$ cat src/rtl/parallel_byte_rx_if.sv
// Byte link from the sender plus the FIFO read port toward the consumer.
// master = environment (sender and consumer), slave = receiver.
interface parallel_byte_rx_if #(parameter int DEPTH = 16);
  logic [7:0]             rx_data;
  logic                   rx_strobe;
  logic                   rd_en;
  logic [7:0]             rd_data;
  logic                   empty;
  logic                   full;
  logic [$clog2(DEPTH):0] count;

  modport master (output rx_data, rx_strobe, rd_en,
                  input  rd_data, empty, full, count);
  modport slave  (input  rx_data, rx_strobe, rd_en,
                  output rd_data, empty, full, count);
endinterface

$ cat src/rtl/parallel_byte_rx.sv
// Parallel byte link receiver: synchronizes the async strobe, stores bytes in a
// FIFO and frames messages on the terminator byte.
module parallel_byte_rx #(
  parameter int         DEPTH = 16,
  parameter logic [7:0] TERM  = 8'h00
) (
  input  logic               clk,
  input  logic               rst,
  parallel_byte_rx_if.slave  bus,
  input  logic               rearm,
  output logic               busy,
  output logic               msg_done,
  output logic               byte_pulse,
  output logic               overflow,
  output logic [15:0]        rx_bytes
);
  localparam int AW = $clog2(DEPTH);
  localparam int CW = AW + 1;

  typedef enum logic [1:0] {IDLE, RECV, DONE} state_t;
  state_t state;

  logic          s1, s2, s3;
  logic [7:0]    d1, d2;
  logic          strobe_edge, store, push, pop, is_full;
  logic [AW-1:0] wr_ptr, rd_ptr;
  logic [CW-1:0] count;
  logic [7:0]    mem [DEPTH];

  // Data rides one flop pair alongside the strobe so d2 is stable when the edge fires
  always_ff @(posedge clk or posedge rst) begin
    if (rst) begin
      {s1, s2, s3} <= '0;
      d1 <= '0;
      d2 <= '0;
    end else begin
      {s1, s2, s3} <= {bus.rx_strobe, s1, s2};
      d1 <= bus.rx_data;
      d2 <= d1;
    end
  end

  assign strobe_edge = s2 & ~s3;
  assign is_full     = (count == CW'(DEPTH));
  assign store       = strobe_edge & ~rearm & (state != DONE) & (d2 != TERM);
  assign push        = store & ~is_full;
  assign pop         = bus.rd_en & (count != '0);

  assign bus.count = count;
  assign bus.empty = (count == '0);
  assign bus.full  = is_full;

  always_ff @(posedge clk) begin
    if (push) mem[wr_ptr] <= d2;
  end

  always_ff @(posedge clk or posedge rst) begin
    if (rst) begin
      wr_ptr      <= '0;
      rd_ptr      <= '0;
      count       <= '0;
      bus.rd_data <= '0;
    end else begin
      if (push) wr_ptr <= wr_ptr + 1'b1;
      if (pop) begin
        rd_ptr      <= rd_ptr + 1'b1;
        bus.rd_data <= mem[rd_ptr];
      end
      case ({push, pop})
        2'b10:   count <= count + 1'b1;
        2'b01:   count <= count - 1'b1;
        default: count <= count;
      endcase
    end
  end

  // Framing FSM; rearm wins over a coincident edge, which is then lost
  always_ff @(posedge clk or posedge rst) begin
    if (rst) begin
      state      <= IDLE;
      busy       <= 1'b0;
      msg_done   <= 1'b0;
      overflow   <= 1'b0;
      byte_pulse <= 1'b0;
      rx_bytes   <= '0;
    end else begin
      byte_pulse <= push;
      if (push) rx_bytes <= rx_bytes + 16'd1;
      if (rearm) begin
        state    <= IDLE;
        busy     <= 1'b0;
        msg_done <= 1'b0;
        overflow <= 1'b0;
      end else if (strobe_edge && state != DONE) begin
        if (d2 == TERM) begin
          state    <= DONE;
          busy     <= 1'b0;
          msg_done <= 1'b1;
        end else begin
          state <= RECV;
          busy  <= 1'b1;
          if (is_full) overflow <= 1'b1;
        end
      end
    end
  end
endmodule

$ cat src/flat_wrapper.sv
// flat-port wrapper written by rule: the top's interface ports become plain ports
module parallel_byte_rx_flat 
#(
  parameter int         DEPTH = 16,
  parameter logic [7:0] TERM  = 8'h00
)
  (clk, rst, rearm, busy, msg_done, byte_pulse, overflow, rx_bytes, bus_rx_data, bus_rx_strobe, bus_rd_en, bus_rd_data, bus_empty, bus_full, bus_count);
  parallel_byte_rx_if #(.DEPTH(DEPTH)) bus_i ();
  input  logic clk;
  input  logic rst;
  input  logic rearm;
  output logic busy;
  output logic msg_done;
  output logic byte_pulse;
  output logic overflow;
  output logic [15:0] rx_bytes;
  input wire logic [$bits(bus_i.rx_data)-1:0] bus_rx_data;
  input wire logic [$bits(bus_i.rx_strobe)-1:0] bus_rx_strobe;
  input wire logic [$bits(bus_i.rd_en)-1:0] bus_rd_en;
  output wire logic [$bits(bus_i.rd_data)-1:0] bus_rd_data;
  output wire logic [$bits(bus_i.empty)-1:0] bus_empty;
  output wire logic [$bits(bus_i.full)-1:0] bus_full;
  output wire logic [$bits(bus_i.count)-1:0] bus_count;
  assign bus_i.rx_data = bus_rx_data;
  assign bus_i.rx_strobe = bus_rx_strobe;
  assign bus_i.rd_en = bus_rd_en;
  assign bus_rd_data = bus_i.rd_data;
  assign bus_empty = bus_i.empty;
  assign bus_full = bus_i.full;
  assign bus_count = bus_i.count;
  parallel_byte_rx #(.DEPTH(DEPTH), .TERM(TERM)) u_core (.clk(clk), .rst(rst), .bus(bus_i), .rearm(rearm), .busy(busy), .msg_done(msg_done), .byte_pulse(byte_pulse), .overflow(overflow), .rx_bytes(rx_bytes));
endmodule
$ cat config.mk
export PLATFORM = sky130hd
export DESIGN_NAME = parallel_byte_rx_flat
export DESIGN_NICKNAME = d
export VERILOG_FILES = /design/src/rtl/parallel_byte_rx_if.sv /design/src/rtl/parallel_byte_rx.sv /design/src/flat_wrapper.sv
export SDC_FILE = /design/constraint.sdc
export NUM_CORES = 1
export LEC_CHECK = 0
export BUFFER_PORTS_ARGS = -buffer_cell sky130_fd_sc_hd__buf_2
export CELL_PAD_IN_SITES_DETAIL_PLACEMENT = 1
export CELL_PAD_IN_SITES_GLOBAL_PLACEMENT = 1
export CORE_ASPECT_RATIO = 0.75
export CORE_UTILIZATION = 40
export DETAILED_ROUTE_END_ITERATION = 10
export PLACE_DENSITY = 0.66
export SYNTH_ARGS = -nofsm -noshare
export SYNTH_HDL_FRONTEND = slang
export SYNTH_SLANG_ARGS = --single-unit
$ cat constraint.sdc
create_clock -name clk -period 3.19 [get_ports clk]
set_input_delay 0.1595 -clock clk [delete_from_list [all_inputs] [get_ports clk]]
set_output_delay 0.1595 -clock clk [all_outputs]
set_load 0.1 [all_outputs]
==> impl_metrics.tcl, run 1 <==
set metrics [dict create \
    outcome "finished, final reports clean" \
    gp_congestion 0.7623 \
    r2r_slack_ps 370 \
    post-route-cell-area_um2 8778 \
    rsz0062_at_grt "false" \
    crit_type "in -> reg" \
    synth_top_area_frac 0.5179 \
    hold_path.class "in -> reg" \
    syn_to_final_growth_pct 18.27 \
    ys_seq_area_frac 0.7235 \
    drc_errors 0 \
    min_from "bus_rd_en" \
    tightest_slew_ps 903.4 \
    rr_endpoint "u_core.bus.count[4]" \
    powerDensity_nw_per_um2 892.1 \
    avgViaCountPerCell 5.232 \
    whs_path_depth 5 \
    cap_violations 0 \
    final_common_cell "edfxtp_1" \
    grt_pass1_vias 4304 \
    cts.sinks 189 \
    p_leak_nw 3.298 \
    final_nets 523 \
    vdd_drop_max_mv 0.5174 \
    diodes 0 \
    slew_violations 0 \
    drt_iter0_drc 294 \
    clockBufferDepth 2 \
    required_ps 3540 \
    dpl_cell_area_um2 8070 \
    final.fill_count 1717 \
    cts_tree "built" \
    rows 42 \
    ys_top_cells_by_area "edfxtp_1 52%, dfrtp_1 21%, mux4_2 10%" \
    drive_gt1_frac 0.2930 \
    initial_utilization 0.4142 \
    worstReg2RegStart "u_core.bus.count[0]" \
    htreeDepth 4 \
    final_hold_viol_count 0 \
    fmax_mhz 349.7 \
    netlist_area_um2 7422 \
    post-dp-hpwl_mm 10.32 \
    clock_latency_ps 430 \
    synth_cells 413 \
    fin_crit_ps 2860 \
    drt-total-wl_mm 15.97 \
    synthArstFlopShare 0.3228 \
    grt_max_degree 43 \
    yosys.area.top_type "edfxtp_1" \
    coreArea_um2 17920 \
    yosys_warnings 0 \
    grt_first_pass_wirelength_mm 24.96 \
    clkTransAtPathRegs_ps 70 \
    die_h_um 120.0 \
    cp-start-kind "input pin" \
    ys_types 41 \
    numCtsBuffers 17 \
    grt_usage 0.1811 \
    grt_antenna_before_repair 0 \
    critical_path_arrival_ps 3210 \
    dieArea_um2 19110 \
    dr_total_vias 3945 \
    fin_skew_ps 10.38 \
    fin_total_pwr_w 0.007831 \
    die_x_um 159.3 \
    io_buffer_count 47 \
    wire_per_inst_um 21.18 \
    io-pin-count 48 \
    ff2ff_path_depth 9 \
    clockRootBuffer "clkbuf_16" \
    synth_nets 437 \
    finalSetupTns_ps 0 \
    detail_route.first_pass.iterations 4 \
    end_kind "flip-flop" \
    synth_top_flop_cell "edfxtp_1" \
    cts_hold_buf 11 \
    ys_seq_elements 189 \
    path_max_fanout 6 \
    slew_headroom 0.3977 \
    final_cell_mix "128 x edfxtp_1, 59 x dfrtp_1, 47 x buf_2" \
    ctsResizeCount 0 \
    synth.avg_cell_area_um2 17.97 \
    final_antenna_net_count 0 \
    min_to "u_core.rd_ptr[1]" \
    synth_edf_count 128 \
    report.final.setup_viol 0 \
    finalCritPeriodShare 0.8964 \
    post_cts_buffers 0 \
    overflow 0 \
]
critical path: stages:
cell and delay, ps:
dlygate4sd3_1 550, buf_2 150, or3b_1 410, a211oi_2 250
nand2_1 180, ha_1 310, fa_1 430, a21o_1 200
a21oi_1 200, mux2i_1 240, xnor2_1 130
sequential cells by signal, summed over array words and instances, names as in the netlist, 2 cells and up:
signal              flops
u_core.wr_ptr           4
u_core.d1               8
u_core.bus.count        5
u_core.rx_bytes        16
u_core.d2               8
u_core.mem            128
u_core.state            2
u_core.rd_ptr           4
u_core.bus.rd_data      8
worst max-delay path by stage:
stage	startpoint	slack, ps	cells after the start	to
finish	rearm	330	11	u_core.bus.count[4]
global route	rearm	170	11	u_core.bus.count[4]
CTS	rearm	350	11	u_core.bus.count[4]
detailed placement	u_core.bus.count[0]	390	9	u_core.bus.count[4]
global placement	u_core.bus.count[0]	450	9	u_core.bus.count[4]
floorplan	u_core.bus.count[2]	40	9	u_core.bus.count[4]
stage by stage:
step             util  worst slack, ps  hold WS [ps]  cells
6_report       0.4899            330.4         116.7    754
5_1_grt        0.4899            167.7         138.7    754
4_1_cts        0.4899            349.7         103.6    754
3_5_place_dp   0.4504            385.7         269.6    711
3_3_place_gp   0.4504            452.6         267.0    711
2_1_floorplan       -            44.27         190.9    413
power by group:
group	internal (W)	leakage (nW)	switching (W)	total (W)
clock network	0.00124	0.282	0.000925	0.00216
logic	0.000874	1.11	0.00166	0.00253
registers	0.00284	1.91	0.000297	0.00314
total	0.00495	3.30	0.00288	0.00783
Yosys cell counts (2+ instances only):
cell / n
a211oi_1: 8
a21o_1: 9
a21oi_1: 4
and3_1: 10
buf_1: 2
buf_2: 5
buf_4: 4
buf_6: 3
clkbuf_1: 5
dfrtp_1: 61
edfxtp_1: 128
ha_1: 10
inv_1: 8
inv_2: 2
mux2i_1: 8
mux4_2: 33
nand2_1: 15
nand2b_1: 2
nand3_1: 16
nand4_1: 8
nor2_1: 8
nor2b_1: 7
nor3_1: 5
nor4_1: 3
o21ai_0: 3
o22ai_1: 7
or2_2: 2
xnor2_1: 24
final cells by class:
cell class              instances  area (um^2)  area share
inverters                      10        37.54    0.004276
clock inverters                14        168.9     0.01924
multi-input cells             195         1899      0.2164
repair buffers                 86        568.0     0.06471
clock buffers                  18        429.2     0.04889
well taps                     242        302.8     0.03449
flip-flops and latches        189         5373      0.6120
cells by family after synthesis:
logic type | Yosys count | share of synthesized area
flip-flops | 189 | 0.7235
AND/OR/NAND/NOR | 79 | 0.05664
multiplexers | 43 | 0.1140
AO/OA/AOI/OAI | 37 | 0.03624
buffers and inverters | 29 | 0.02057
XOR/XNOR | 25 | 0.02950
adder cells (fa/ha/maj) | 11 | 0.01956
per-layer routing:
| metal | vias to the layer above | track usage | wire length [um] |
|---|---|---|---|
| met2 | 94 | 0.2950 | 7794 |
| met1 | 2069 | 0.2475 | 7329 |
| li1 | 1772 | - | - |
| met3 | 10 | 0.04355 | 753 |
| met4 | 0 | 0.04147 | 91 |
| met5 | - | 0 | 0 |
Power figures use the tool's default switching activity.
==> run 2: changes to the inputs <==
--- a/config.mk
+++ b/config.mk
@@ -9,9 +9,9 @@
 export CELL_PAD_IN_SITES_DETAIL_PLACEMENT = 1
 export CELL_PAD_IN_SITES_GLOBAL_PLACEMENT = 1
 export CORE_ASPECT_RATIO = 0.75
-export CORE_UTILIZATION = 40
+export CORE_UTILIZATION = 52
 export DETAILED_ROUTE_END_ITERATION = 10
-export PLACE_DENSITY = 0.66
+export PLACE_DENSITY = 0.81
 export SYNTH_ARGS = -nofsm -noshare
 export SYNTH_HDL_FRONTEND = slang
 export SYNTH_SLANG_ARGS = --single-unit
==> run 2 against run 1 <==
Die area down 23%. Count of clock-buffer cells in the layout increased by 3. Non-clock buffer count down 4. Sequential power about the same. Clock power about the same. Critical path type is now reg -> reg. Via count rose by 1.1%. Utilization grew 14 points. Sequential cell count is the same. Largest power group unchanged. Cell area fell by 1.2%. Wire length rose by 2.8%.
==> impl_metrics.tcl, run 2 (synthesized netlist as in run 1, its figures left out) <==
set metrics [dict create \
    hold_path.class "in -> reg" \
    required_ps 3540 \
    path_max_fanout 17 \
    pwr-share-seq 0.403 \
    dr_total_vias 3988 \
    dieArea_um2 14760 \
    layoutNonFillerInstCount 683 \
    finalSetupTns_ps 0 \
    overflow 0 \
    critical_path_arrival_ps 3340 \
    vdd_drop_max_mv 0.9347 \
    fin_crit_ps 2995 \
    end_kind "flip-flop" \
    diodes 0 \
    tightest_slew_ps 879.2 \
    grt_antenna_before_repair 0 \
    cpPeakStageDelay_ps 740 \
    fin_skew_ps 10.14 \
    post-dp-hpwl_mm 10.56 \
    die_x_um 140.0 \
    clock_latency_ps 420 \
    largest_reg_flops 128 \
    coreArea_um2 13840 \
    cap_violations 0 \
    p_int_w 0.004964 \
    die_h_um 105.5 \
    top_register "u_core.mem" \
    fin_util 0.6267 \
    reg.largest.list "u_core.mem: 128 flops, u_core.rx_bytes: 16 flops" \
    combPwrFrac 0.320 \
    clockRootBuffer "clkbuf_16" \
    rows 37 \
    slew_violations 0 \
    drt_iter0_drc 353 \
    report.final.setup_viol 0 \
    drive_gt1_frac 0.2913 \
    post_cts_buffers 0 \
    grt_pass1_vias 4372 \
    drt-total-wl_mm 16.42 \
    fin_total_pwr_w 0.007858 \
    final.fill_count 1229 \
    cp-start-kind "flip-flop" \
    cts.sinks 189 \
    swShare 0.3682 \
    fmax_mhz 333.9 \
    crit_type "reg -> reg" \
    grt_max_degree 40 \
    io_buffer_count 47 \
    slew_headroom 0.4138 \
    final_antenna_net_count 0 \
    gp_congestion 0.8275 \
    final_nets 519 \
    layout_setup_ws_ps 194.8 \
    finalCritPeriodShare 0.9389 \
    crit_chain "nor4_1, a211oi_2, nand2_1, ha_1, fa_1, a21o_1, a21oi_1, mux2i_1, xnor2_1" \
    cts_hold_buf 11 \
    htreeDepth 4 \
    numCtsBuffers 17 \
    grt_usage 0.2480 \
    final_cell_mix "128 x edfxtp_1, 59 x dfrtp_1, 47 x buf_2" \
    slowest_stage "dfrtp_1" \
    cts_tree "built" \
    dp_slack_ps 200.9 \
    dp.cells 640 \
    syn_to_final_growth_pct 16.87 \
    powerDensity_nw_per_um2 905.8 \
    clkPwrFrac 0.277 \
    ctsResizeCount 0 \
    grt_first_pass_wirelength_mm 25.98 \
    clkTransAtPathRegs_ps 70 \
    final_hold_viol_count 0 \
    wire_per_inst_um 24.03 \
    final_common_cell "edfxtp_1" \
    p_leak_nw 3.308 \
    detail_route.first_pass.iterations 4 \
    initial_utilization 0.5362 \
    p_sw_w 0.002893 \
    outcome "finished, final reports clean" \
    clockBufferDepth 2 \
    rsz0062_at_grt "false" \
    drc_errors 0 \
    io-pin-count 48 \
    avgViaCountPerCell 5.839 \
]
[run 2: routing by layer]
| metal | GRT usage | vias up | wire length, um |
|---|---|---|---|
| li1 | - | 1763 | - |
| met4 | 0.06672 | 0 | 143 |
| met3 | 0.05861 | 12 | 810 |
| met1 | 0.3307 | 2096 | 7084 |
| met5 | 0 | - | 0 |
| met2 | 0.4125 | 117 | 8376 |
[run 2: per-stage QoR]
step | hold slack (ps) | area (um^2)
floorplan | 190.9 | 7425
global placement | 268.0 | 7944
detailed placement | 269.7 | 7944
CTS | 172.6 | 8675
global route | 208.5 | 8675
finish | 183.4 | 8675
[run 2: final timing paths]
kind / end / from / slack (ps) / depth (start not counted)
max in group asynchronous: u_core.d1[6] / rst / 1870 / 4
min: u_core.rd_ptr[1] / bus_rd_en / 180 / 5
min in group asynchronous: u_core.rd_ptr[1] / rst / 450 / 3
min reg2reg: u_core.d2[4] / u_core.d1[4] / 350 / 0
max reg2reg: u_core.bus.count[4] / u_core.d2[6] / 190 / 9
max: u_core.bus.count[4] / u_core.d2[6] / 190 / 9
[run 2: worst max-delay path, delay by kind of cell, from the launching register on]
| kind | cells | cell delay, ps |
|---|---|---|
| flip-flops | 1 | 740 |
| adder cells (fa/ha/maj) | 2 | 720 |
| XOR/XNOR | 1 | 130 |
| AO/OA/AOI/OAI | 3 | 730 |
| multiplexers | 1 | 240 |
| AND/OR/NAND/NOR | 2 | 350 |
[run 2: area by class of cell]
type	count	area, um^2	area share
inverters	10	37.54	0.004327
multi-input cells	195	1899	0.2190
flip-flops and latches	189	5373	0.6194
clock buffers	21	525.5	0.06058
repair buffers	82	525.5	0.06058
well taps	175	219.0	0.02524
clock inverters	11	95.09	0.01096
[run 2: power by group through the flow]
stage / clock [W] / combinational [W] / sequential [W]
2_1_floorplan: 0 / 0.00134 / 0.00385
3_3_place_gp: 0 / 0.00244 / 0.00319
3_5_place_dp: 0 / 0.00251 / 0.00321
4_1_cts: 0.00221 / 0.00255 / 0.00317
5_1_grt: 0.00230 / 0.00267 / 0.00321
6_report: 0.00218 / 0.00251 / 0.00317
==> run 3: changes to the inputs <==
--- a/config.mk
+++ b/config.mk
@@ -11,7 +11,9 @@
 export CORE_ASPECT_RATIO = 0.75
 export CORE_UTILIZATION = 52
 export DETAILED_ROUTE_END_ITERATION = 10
+export HOLD_SLACK_MARGIN = 0.03
 export PLACE_DENSITY = 0.81
+export RECOVER_POWER = 100
 export SYNTH_ARGS = -nofsm -noshare
 export SYNTH_HDL_FRONTEND = slang
 export SYNTH_SLANG_ARGS = --single-unit
==> run 3 against run 2 <==
The run now ends with max-capacitance violations, max-slew violations left. Via count down 0.33%. Critical path depth unchanged. Wire length up 0.38%. Global-route usage unchanged. Setup slack better by 24 ps. Largest cell class unchanged.
==> impl_metrics.tcl, run 3 (synthesized netlist as in run 1, its figures left out) <==
set metrics [dict create \
    grt_pass1_vias 4372 \
    grt_antenna_before_repair 0 \
    end_kind "flip-flop" \
    violations "max-capacitance violations, max-slew violations" \
    slew_violations 40 \
    cap_violations 1 \
    clockBufferDepth 2 \
    cts_tree "built" \
    diodes 0 \
    syn_to_final_growth_pct 15.29 \
    p_leak_nw 3.112 \
    cts.sinks 189 \
    report.final.setup_viol 0 \
    initial_utilization 0.5362 \
    fmax_mhz 336.6 \
    top_register "u_core.mem" \
    final_nets 519 \
    dp.cells 640 \
    dr_total_vias 3975 \
    slew_headroom -0.05876 \
    drt-total-wl_mm 16.48 \
    hold_path.class "in -> reg" \
    fin_skew_ps 17.74 \
    vdd_drop_max_mv 0.9170 \
    final_cell_mix "128 x edfxtp_1, 60 x dfrtp_1, 52 x clkbuf_1" \
    drive_gt1_frac 0.1811 \
    cp-startpoint "u_core.d2[2]" \
    largest_reg_flops 128 \
    r2r_slack_ps 220 \
    crit_type "reg -> reg" \
    ff2ff_path_depth 9 \
    detail_route.first_pass.iterations 4 \
    layoutNonFillerInstCount 683 \
    powerDensity_nw_per_um2 912.1 \
    final_antenna_net_count 0 \
    finalCritPeriodShare 0.9314 \
    tightest_slew_ps 1588 \
    dieArea_um2 14760 \
    clkTransAtPathRegs_ps 70 \
    avgViaCountPerCell 5.820 \
    drt_iter0_drc 365 \
    coreArea_um2 13840 \
    outcome "finished with violations" \
    ctsResizeCount 0 \
    numCtsBuffers 17 \
    worstReg2RegStart "u_core.d2[2]" \
    hold_slack_ps 182.6 \
    post_cts_buffers 0 \
    rr_endpoint "u_core.bus.count[4]" \
    critical_path_arrival_ps 3320 \
    grt_first_pass_wirelength_mm 25.98 \
    fin_crit_ps 2971 \
    die_x_um 140.0 \
    gp_congestion 0.8275 \
    reg.largest.list "u_core.mem: 128 flops, u_core.rx_bytes: 16 flops" \
    grt_max_degree 40 \
    final_hold_viol_count 0 \
    critPathCapture "u_core.bus.count[4]" \
    io_buffer_count 47 \
    rsz0062_at_grt "false" \
    clock_latency_ps 430 \
    clockRootBuffer "clkbuf_16" \
    wire_per_inst_um 24.13 \
    finalSetupTns_ps 0 \
    final_common_cell "edfxtp_1" \
    whs_path_depth 5 \
    drc_errors 0 \
    io-pin-count 48 \
    rows 37 \
    overflow 0 \
    htreeDepth 4 \
    path_max_fanout 17 \
    cp-start-kind "flip-flop" \
    required_ps 3540 \
    post-dp-hpwl_mm 10.56 \
    die_h_um 105.5 \
    grt_usage 0.2480 \
]
## run 3: worst min-delay path by stage
stage	startpoint	to	slack (ps)
final	bus_rd_en	u_core.rd_ptr[1]	180
after global routing	bus_rd_en	u_core.rd_ptr[1]	210
after CTS	bus_rd_en	u_core.rd_ptr[1]	170
after detailed placement	bus_rx_data[3]	u_core.d1[3]	270
after global placement	bus_rx_data[1]	u_core.d1[1]	270
after floorplan	bus_rx_data[0]	u_core.d1[0]	190
## run 3: metal layers
layer  GRT usage  part of all wire  routed length [um]
met5           0                 0                   0
met4     0.06672            0.0073                 120
met3     0.05861             0.050                 825
met2      0.4125              0.51                8449
met1      0.3307              0.43                7083
## run 3: power breakdown
part / switching [W] / internal [W]
clock network: 0.000907 / 0.00127
registers: 0.000327 / 0.00284
logic: 0.00166 / 0.000803
total: 0.00289 / 0.00491
## run 3: layout make-up
cell class	instances	area, um^2
multi-input cells	195	1896
repair buffers	82	412.9
well taps	175	219.0
flip-flops and latches	189	5371
clock inverters	11	95.09
fillers	1250	5285
clock buffers	21	525.5
inverters	10	37.54
## run 3: worst max-delay path, cell delays in order (launching register included)
cell,delay (ps)
dfrtp_1,720
nor4_1,160
a211oi_2,360
nand2_1,160
ha_1,290
fa_1,430
a21o_1,200
a21oi_1,210
mux2i_1,240
xnor2_1,130
## run 3: metrics by stage
| step | total power (W) | setup slack [ps] | area [um^2] | util |
|---|---|---|---|---|
| floorplan | 0.005189 | 44.27 | 7425 | - |
| global placement | 0.005632 | 414.7 | 7944 | 0.5739 |
| detailed placement | 0.005722 | 200.9 | 7944 | 0.5739 |
| CTS | 0.007928 | 178.6 | 8675 | 0.6267 |
| global route | 0.008130 | 22.70 | 8557 | 0.6182 |
| finish | 0.007805 | 219.0 | 8557 | 0.6182 |
## run 3: repair_timing
| action | in CTS | in global routing |
|---|---|---|
| setup endpoints to repair | 0 | 0 |
| hold endpoints to repair | 49 | 0 |
| hold buffers | 11 | 0 |
